**config.mk**
```make
export PLATFORM = sky130hd
export DESIGN_NAME = key_field_editor
export DESIGN_NICKNAME = d
export VERILOG_FILES = /design/src/rtl/key_edit_pkg.sv /design/src/rtl/key_debounce.sv /design/src/rtl/key_field_editor.sv
export SDC_FILE = /design/constraint.sdc
export NUM_CORES = 1
export LEC_CHECK = 0
export CAP_MARGIN = 20
export CORE_ASPECT_RATIO = 0.8
export CORE_UTILIZATION = 35
export CTS_CLUSTER_SIZE = 8
export DETAILED_ROUTE_END_ITERATION = 7
export GPL_TIMING_DRIVEN = 1
export PLACE_DENSITY = 0.62
export SLEW_MARGIN = 20
export SYNTH_ARGS = -nofsm -noshare
export SYNTH_HDL_FRONTEND = slang
export SYNTH_SLANG_ARGS = --single-unit
```
**constraint.sdc**
```tcl
create_clock -name CLK -period 5.5 [get_ports CLK]
set_input_delay 1.65 -clock CLK [delete_from_list [all_inputs] [get_ports CLK]]
set_output_delay 1.65 -clock CLK [all_outputs]
set_load 0.02 [all_outputs]
```
**src/rtl/key_edit_pkg.sv**
```systemverilog
// Shared definitions for the key pad front-end and the field editor:
// one-hot key codes, editor states and the decoded key event codes.
package key_edit_pkg;

  localparam logic [4:0] KEY_MENU   = 5'b10000;
  localparam logic [4:0] KEY_SET    = 5'b01000;
  localparam logic [4:0] KEY_CANCEL = 5'b00100;
  localparam logic [4:0] KEY_UP     = 5'b00010;
  localparam logic [4:0] KEY_DOWN   = 5'b00001;

  typedef enum logic {
    ST_IDLE,
    ST_EDIT
  } state_t;

  typedef enum logic [2:0] {
    EV_NONE,
    EV_MENU,
    EV_SET,
    EV_CANCEL,
    EV_UP,
    EV_DOWN
  } event_t;

  // Any value that is not exactly one key maps to EV_NONE.
  function automatic event_t key_to_event(input logic [4:0] key);
    case (key)
      KEY_MENU:   return EV_MENU;
      KEY_SET:    return EV_SET;
      KEY_CANCEL: return EV_CANCEL;
      KEY_UP:     return EV_UP;
      KEY_DOWN:   return EV_DOWN;
      default:    return EV_NONE;
    endcase
  endfunction

endpackage

```
**src/rtl/key_debounce.sv**
```systemverilog
// Key pad front-end: 2-flop synchroniser, stability counter and release
// tracking. Emits a one-cycle event code per accepted press.
// Optional feature: define AUTO_REPEAT_EN to make held UP/DOWN keys
// repeat after REPEAT_DLY cycles and then every REPEAT_RATE cycles.
module key_debounce
  import key_edit_pkg::*;
#(
  parameter int DEBOUNCE_CYC = 20000,
  parameter int REPEAT_DLY   = 500000,
  parameter int REPEAT_RATE  = 100000
) (
  input  logic       clk,
  input  logic       rst_n,
  input  logic [4:0] key,
  output event_t     evt
);

  localparam int CNT_W = (DEBOUNCE_CYC > 1) ? $clog2(DEBOUNCE_CYC) : 1;

  logic [4:0]       key_s1;
  logic [4:0]       key_s2;
  logic [4:0]       key_last;
  logic [CNT_W-1:0] stable_cnt;
  logic             pressed;
  logic             stable_done;

  // key_last has held its value long enough to be trusted.
  assign stable_done = (key_s2 == key_last) &&
                       (stable_cnt == CNT_W'(DEBOUNCE_CYC - 1));

`ifdef AUTO_REPEAT_EN
  localparam int REP_MAX = (REPEAT_DLY > REPEAT_RATE) ? REPEAT_DLY : REPEAT_RATE;
  localparam int REP_W   = $clog2(REP_MAX + 1);

  logic [REP_W-1:0] rep_cnt;
  logic             rep_first;
  logic [REP_W-1:0] rep_limit;

  // First repeat waits the long delay, later ones the short rate.
  assign rep_limit = rep_first ? REP_W'(REPEAT_DLY - 1) : REP_W'(REPEAT_RATE - 1);
`else
  logic [31:0] unused_repeat_cfg;
  assign unused_repeat_cfg = 32'(REPEAT_DLY) ^ 32'(REPEAT_RATE);
`endif

  // Two-flop synchroniser for the asynchronous key pins.
  // NOTE: sequential state always uses non-blocking assignments so every
  // flop samples the pre-edge value of its neighbours.
  always_ff @(posedge clk or negedge rst_n) begin
    if (!rst_n) begin
      key_s1 <= '0;
      key_s2 <= '0;
    end else begin
      key_s1 <= key;
      key_s2 <= key_s1;
    end
  end

  // Stability counter, press acceptance, release tracking and repeats.
  always_ff @(posedge clk or negedge rst_n) begin
    if (!rst_n) begin
      key_last   <= '0;
      stable_cnt <= '0;
      pressed    <= 1'b0;
      evt        <= EV_NONE;
`ifdef AUTO_REPEAT_EN
      rep_cnt    <= '0;
      rep_first  <= 1'b0;
`endif
    end else begin
      evt <= EV_NONE;
      if (key_s2 != key_last) begin
        key_last   <= key_s2;
        stable_cnt <= '0;
      end else if (!stable_done) begin
        stable_cnt <= stable_cnt + 1'b1;
      end else if (!pressed) begin
        // Only a single stable key counts as a press.
        if (key_to_event(key_last) != EV_NONE) begin
          evt     <= key_to_event(key_last);
          pressed <= 1'b1;
`ifdef AUTO_REPEAT_EN
          rep_cnt   <= '0;
          rep_first <= 1'b1;
`endif
        end
      end else if (key_last == '0) begin
        pressed <= 1'b0;
`ifdef AUTO_REPEAT_EN
      end else if (key_last == KEY_UP || key_last == KEY_DOWN) begin
        if (rep_cnt == rep_limit) begin
          evt       <= key_to_event(key_last);
          rep_cnt   <= '0;
          rep_first <= 1'b0;
        end else begin
          rep_cnt <= rep_cnt + 1'b1;
        end
`endif
      end
    end
  end

endmodule

```
**src/rtl/key_field_editor.sv**
```systemverilog
// Generic field editor for clock/date/alarm setting. Snapshots the live
// counter values on SET, edits the selected field with per-field min/max
// wrap, and reports commit, abort or idle-mode key events.
// Optional feature: define AUTO_REPEAT_EN for held UP/DOWN auto-repeat
// (implemented inside key_debounce).
module key_field_editor
  import key_edit_pkg::*;
#(
  parameter int NUM_FIELDS   = 6,
  parameter int FIELD_W      = 7,
  parameter int DEBOUNCE_CYC = 20000,
  parameter int TIMEOUT_CYC  = 1000000,
  parameter int REPEAT_DLY   = 500000,
  parameter int REPEAT_RATE  = 100000
) (
  input  logic                            CLK,
  input  logic                            RESETN,
  input  logic [4:0]                      KEY,
  input  logic [NUM_FIELDS*FIELD_W-1:0]   IN_VALUES,
  input  logic [NUM_FIELDS*FIELD_W-1:0]   FIELD_MIN,
  input  logic [NUM_FIELDS*FIELD_W-1:0]   FIELD_MAX,
  output logic [NUM_FIELDS*FIELD_W-1:0]   OUT_VALUES,
  output logic [$clog2(NUM_FIELDS)-1:0]   FIELD_SEL,
  output logic                            EDIT_ACTIVE,
  output logic                            COMMIT,
  output logic                            ABORT,
  output logic                            MENU_EVT,
  output logic                            ALT_EVT
);

  localparam int SEL_W = $clog2(NUM_FIELDS);
  localparam int TO_W  = (TIMEOUT_CYC > 1) ? $clog2(TIMEOUT_CYC) : 1;

  typedef logic [FIELD_W-1:0] field_t;

  event_t          evt;
  state_t          state;
  logic [TO_W-1:0] to_cnt;
  field_t          in_f  [NUM_FIELDS];
  field_t          min_f [NUM_FIELDS];
  field_t          max_f [NUM_FIELDS];
  field_t          work  [NUM_FIELDS];
  field_t          sel_val;
  field_t          sel_min;
  field_t          sel_max;

  key_debounce #(
    .DEBOUNCE_CYC (DEBOUNCE_CYC),
    .REPEAT_DLY   (REPEAT_DLY),
    .REPEAT_RATE  (REPEAT_RATE)
  ) u_debounce (
    .clk   (CLK),
    .rst_n (RESETN),
    .key   (KEY),
    .evt   (evt)
  );

  // Unpack the flat buses into per-field views and repack the working set.
  for (genvar i = 0; i < NUM_FIELDS; i++) begin : g_fields
    assign in_f[i]  = IN_VALUES[i*FIELD_W +: FIELD_W];
    assign min_f[i] = FIELD_MIN[i*FIELD_W +: FIELD_W];
    assign max_f[i] = FIELD_MAX[i*FIELD_W +: FIELD_W];
    assign OUT_VALUES[i*FIELD_W +: FIELD_W] = work[i];
  end

  assign sel_val = work[FIELD_SEL];
  assign sel_min = min_f[FIELD_SEL];
  assign sel_max = max_f[FIELD_SEL];

  // Out-of-range snapshots start at min (also covers min > max).
  function automatic field_t clamp_field(input field_t v, input field_t mn, input field_t mx);
    return (v < mn || v > mx) ? mn : v;
  endfunction

  // Increment with wrap; a field with min > max is pinned at min.
  function automatic field_t wrap_up(input field_t v, input field_t mn, input field_t mx);
    if (mn > mx)  return mn;
    if (v >= mx)  return mn;
    return v + 1'b1;
  endfunction

  // Decrement with wrap; never steps below min, so no underflow.
  function automatic field_t wrap_down(input field_t v, input field_t mn, input field_t mx);
    if (mn > mx)  return mn;
    if (v <= mn)  return mx;
    return v - 1'b1;
  endfunction

  // Editor FSM with registered pulses, working registers and idle timeout.
  always_ff @(posedge CLK or negedge RESETN) begin
    if (!RESETN) begin
      state       <= ST_IDLE;
      FIELD_SEL   <= '0;
      EDIT_ACTIVE <= 1'b0;
      COMMIT      <= 1'b0;
      ABORT       <= 1'b0;
      MENU_EVT    <= 1'b0;
      ALT_EVT     <= 1'b0;
      to_cnt      <= '0;
      // NOTE: the working set is a small register array, not a RAM, so it
      // can and does take a defined reset value.
      for (int i = 0; i < NUM_FIELDS; i++) work[i] <= '0;
    end else begin
      COMMIT   <= 1'b0;
      ABORT    <= 1'b0;
      MENU_EVT <= 1'b0;
      ALT_EVT  <= 1'b0;
      case (state)
        ST_IDLE: begin
          to_cnt <= '0;
          for (int i = 0; i < NUM_FIELDS; i++)
            work[i] <= (evt == EV_SET) ? clamp_field(in_f[i], min_f[i], max_f[i]) : in_f[i];
          case (evt)
            EV_SET: begin
              FIELD_SEL   <= '0;
              state       <= ST_EDIT;
              EDIT_ACTIVE <= 1'b1;
            end
            EV_MENU:   MENU_EVT <= 1'b1;
            EV_CANCEL: ALT_EVT  <= 1'b1;
            default: ;
          endcase
        end
        ST_EDIT: begin
          if (evt != EV_NONE) begin
            to_cnt <= '0;
            case (evt)
              EV_MENU:
                FIELD_SEL <= (FIELD_SEL == SEL_W'(NUM_FIELDS - 1)) ? '0 : FIELD_SEL + 1'b1;
              EV_UP:   work[FIELD_SEL] <= wrap_up(sel_val, sel_min, sel_max);
              EV_DOWN: work[FIELD_SEL] <= wrap_down(sel_val, sel_min, sel_max);
              EV_SET: begin
                COMMIT      <= 1'b1;
                state       <= ST_IDLE;
                EDIT_ACTIVE <= 1'b0;
              end
              EV_CANCEL: begin
                ABORT       <= 1'b1;
                state       <= ST_IDLE;
                EDIT_ACTIVE <= 1'b0;
              end
              default: ;
            endcase
          end else if (to_cnt == TO_W'(TIMEOUT_CYC - 1)) begin
            to_cnt      <= '0;
            ABORT       <= 1'b1;
            state       <= ST_IDLE;
            EDIT_ACTIVE <= 1'b0;
          end else begin
            to_cnt <= to_cnt + 1'b1;
          end
        end
        default: state <= ST_IDLE;
      endcase
    end
  end

endmodule

```
==> results.toml <==
[detailed_routing]
vias = 9010
dr.pass1.iters = 5
ant_nets = 0
routedWlPerCell_um = 22.3
vias_per_cell = 5.69
drt_iter0_drc = 836
routed_wl_mm = 35.4
drc_errors = 0

[critical_path]
required_ns = 5.78
crit_path_start_kind = "input port"
reg2reg_depth = 15
crit_fanout = 5
cp.depth = 17
slowest_stage = "clkdlybuf4s50_1"
worstPathArrival_ns = 5.55
worst-path-buf-inv = 4
critPathTopFamily = "compound AO/OA/AOI/OAI gates"
crit_path_end_kind = "register"
r2r-start = "FIELD_SEL[1]"
critPathKind = "input port to register"
cp_slowest_stage_delay_ns = 0.54
r2r_slack_ns = 0.65
reg2reg_to = "OUT_VALUES[32]"
worstPathCellList = "clkdlybuf4s50_1, mux2i_1, nor2_1, a21oi_1, a21oi_1, inv_1, ha_1, and4_1, a21boi_0, buf_4, o31a_2, nand3_1, o22ai_1, a2111o_1, buf_4, o21ai_0, a21boi_0"

[place]
portBuffers = 182
place_area_mm2 = 0.0115
gp_congestion = 0.958
dp_slack_ns = -0.171
dp_cells = 1565
dp_hpwl_mm = 28.8

[power]
ir_drop_mv = 0.150
p_leak_nw = 5.25
p_per_area_mw_per_mm2 = 175

[finish]
drive_gt1_share_pct = 9.49
syn2layout_area_growth_pct = 32.4
final_common_cell = "clkdlybuf4s50_1"
mostFrequentLayoutCells = "clkdlybuf4s50_1, dfrtp_1, inv_1, ha_1, nor2_1"
instances_no_fill = 1583
final_design_area_no_fill_mm2 = 0.0119
insertedDiodeCount = 0
nets = 1496

[timing]
setup_tns_ns = 0
finalSetupViolations = 0
skew_ns = 0.00985
worstMarginPinSlew_ns = 1.00
fin_crit_sh_pct = 95.7
layout_setup_ws_ns = 0.234
hold_viol = 0
rsz0062_at_grt = "no"
slew_viol_final = 0
slew-limit-headroom_pct = 32.9
min_period_ns = 5.27
clock.fmax_mhz = 190

[grt]
grtUsageTotal_pct = 26.9
grt_max_degree = 53
grt_pass1_vias = 8580
antenna_found_initial = 0
grt_overflow = 0
grt_pass1_wl_mm = 53.1

[clock_network]
cts_buffers = 9
cts.htree.levels = 3
clock-sinks = 105
cts_tree = "yes"
insertion_delay_ns = 0.36
clockBufferDepth = 2
cts_root_buf = "clkbuf_16"
clkTransAtPathRegs_ns = 0.08

[logic_synthesis]
synth_nets = 1273
synth_edf_count = 0
ys_seq_elements = 105
yosys.cell_types.count = 74
ys.flop_type = "dfrtp_1"
netlist_area_mm2 = 0.00896
synth-seq-area-share_pct = 29.3
synth_area_per_cell_um2 = 8.64
syn_inst = 1037
ys_async_sr_fraction_pct = 100
synth-warning-count = 0

[floorplanning]
core_area_mm2 = 0.0248
fp.dieW_um = 181
initial_utilization_pct = 36.2
row_count = 51
die_h_um = 145
ioPinCount = 183
die-area_mm2 = 0.0262

[worst_hold_path]
min_path_cells = 0
hp-class = "register to register"
min_from = "u_debounce.key_s1[0]"
min_to = "u_debounce.key_s2[0]"

[run_status]
status = "completed"

[job]
drv_cap = 0
## area by class of cell
type / instances / area, µm²
timing repair buffer: 260 / 2400
sequential: 105 / 2630
clock buffer: 10 / 239
clock inverter: 6 / 67.6
multi-input combinational: 780 / 5740
fill: 2410 / 12900
inverter: 104 / 390
tap: 318 / 398
## power by group
group | switching (W) | internal [W] | total [W]
Combinational | 0.000300 | 0.000279 | 0.000578
Sequential | 0.0000298 | 0.000793 | 0.000823
Clock | 0.000343 | 0.000336 | 0.000679
## metrics by stage
stage | power, W | util [%] | hold WS [ns]
2_1_floorplan | 0.00106 | - | 0.331
3_3_place_gp | 0.00140 | 46.6 | 0.338
3_5_place_dp | 0.00140 | 46.6 | 0.340
4_1_cts | 0.00208 | 47.8 | 0.357
5_1_grt | 0.00217 | 47.9 | 0.361
6_report | 0.00208 | 47.9 | 0.356
## synthesized netlist by cell type, drive strengths merged, types with 8 or more instances
cell	instances	area, µm²
ha	103	1290
a22oi	8	60.1
a21boi	8	60.1
nand3	35	175
clkbuf	33	124
buf	15	86.3
nand4	18	113
and3	12	75.1
o221ai	24	210
xor2	26	228
mux2	11	124
nor2b	16	100
nand2	77	289
a211oi	10	75.1
a21oi	55	283
mux2i	60	601
nand2b	9	56.3
nor2	80	300
o22ai	11	68.8
dfrtp	105	2630
a21o	14	105
nor3	11	55.1
xnor2	15	131
inv	103	387
o21ai	55	275
nor4	8	50.1
a31oi	10	62.6
## worst register-to-register path, delay by kind of cell, from the launching register on
kind                       cells  cell delay [ns]
AOI/OAI and AO/OA              8             2.05
DFF                            1             0.98
and+or+nand+nor                3             0.62
adders and majority gates      1             0.40
buffers and inverters          3             0.71
## worst max path at each step
stage                   from              to
6_report       FIELD_MIN[11]  OUT_VALUES[32]
5_1_grt        FIELD_MIN[33]  OUT_VALUES[32]
4_1_cts        FIELD_MAX[32]  OUT_VALUES[32]
3_5_place_dp   FIELD_MAX[32]  OUT_VALUES[32]
3_3_place_gp   FIELD_MAX[32]  OUT_VALUES[32]
2_1_floorplan  FIELD_MAX[32]  OUT_VALUES[31]
## layer usage
metal | share of wire, % | track usage [%] | vias up
met3 | 9.0 | 5.30 | 42
met1 | 48 | 40.7 | 4328
met2 | 41 | 38.6 | 426
met4 | 1.9 | 6.62 | 0
li1 | - | - | 4214
met5 | 0 | 0 | -
## cell families after synthesis
group / synth area share (%)
fa+ha+maj: 14.4
mux: 9.34
flops: 29.3
xor+xnor: 4.01
simple gates: 16.5
compound gates: 19.7
buf+inv: 6.70
## timing repair
action,4_1_cts,5_1_grt
hold buffers,0,0
gates resized for setup,0,1
buffers inserted,0,2
setup endpoints to repair,0,6
## sequential cells by signal, indices dropped and copies added, names as in the netlist, 3 cells and up
signal	count
OUT_VALUES	42
to_cnt	20
u_debounce.stable_cnt	15
u_debounce.key_last	5
u_debounce.key_s1	5
u_debounce.key_s2	5
FIELD_SEL	3
u_debounce.evt	3
Note: power is estimated with default switching activity, not from simulation.
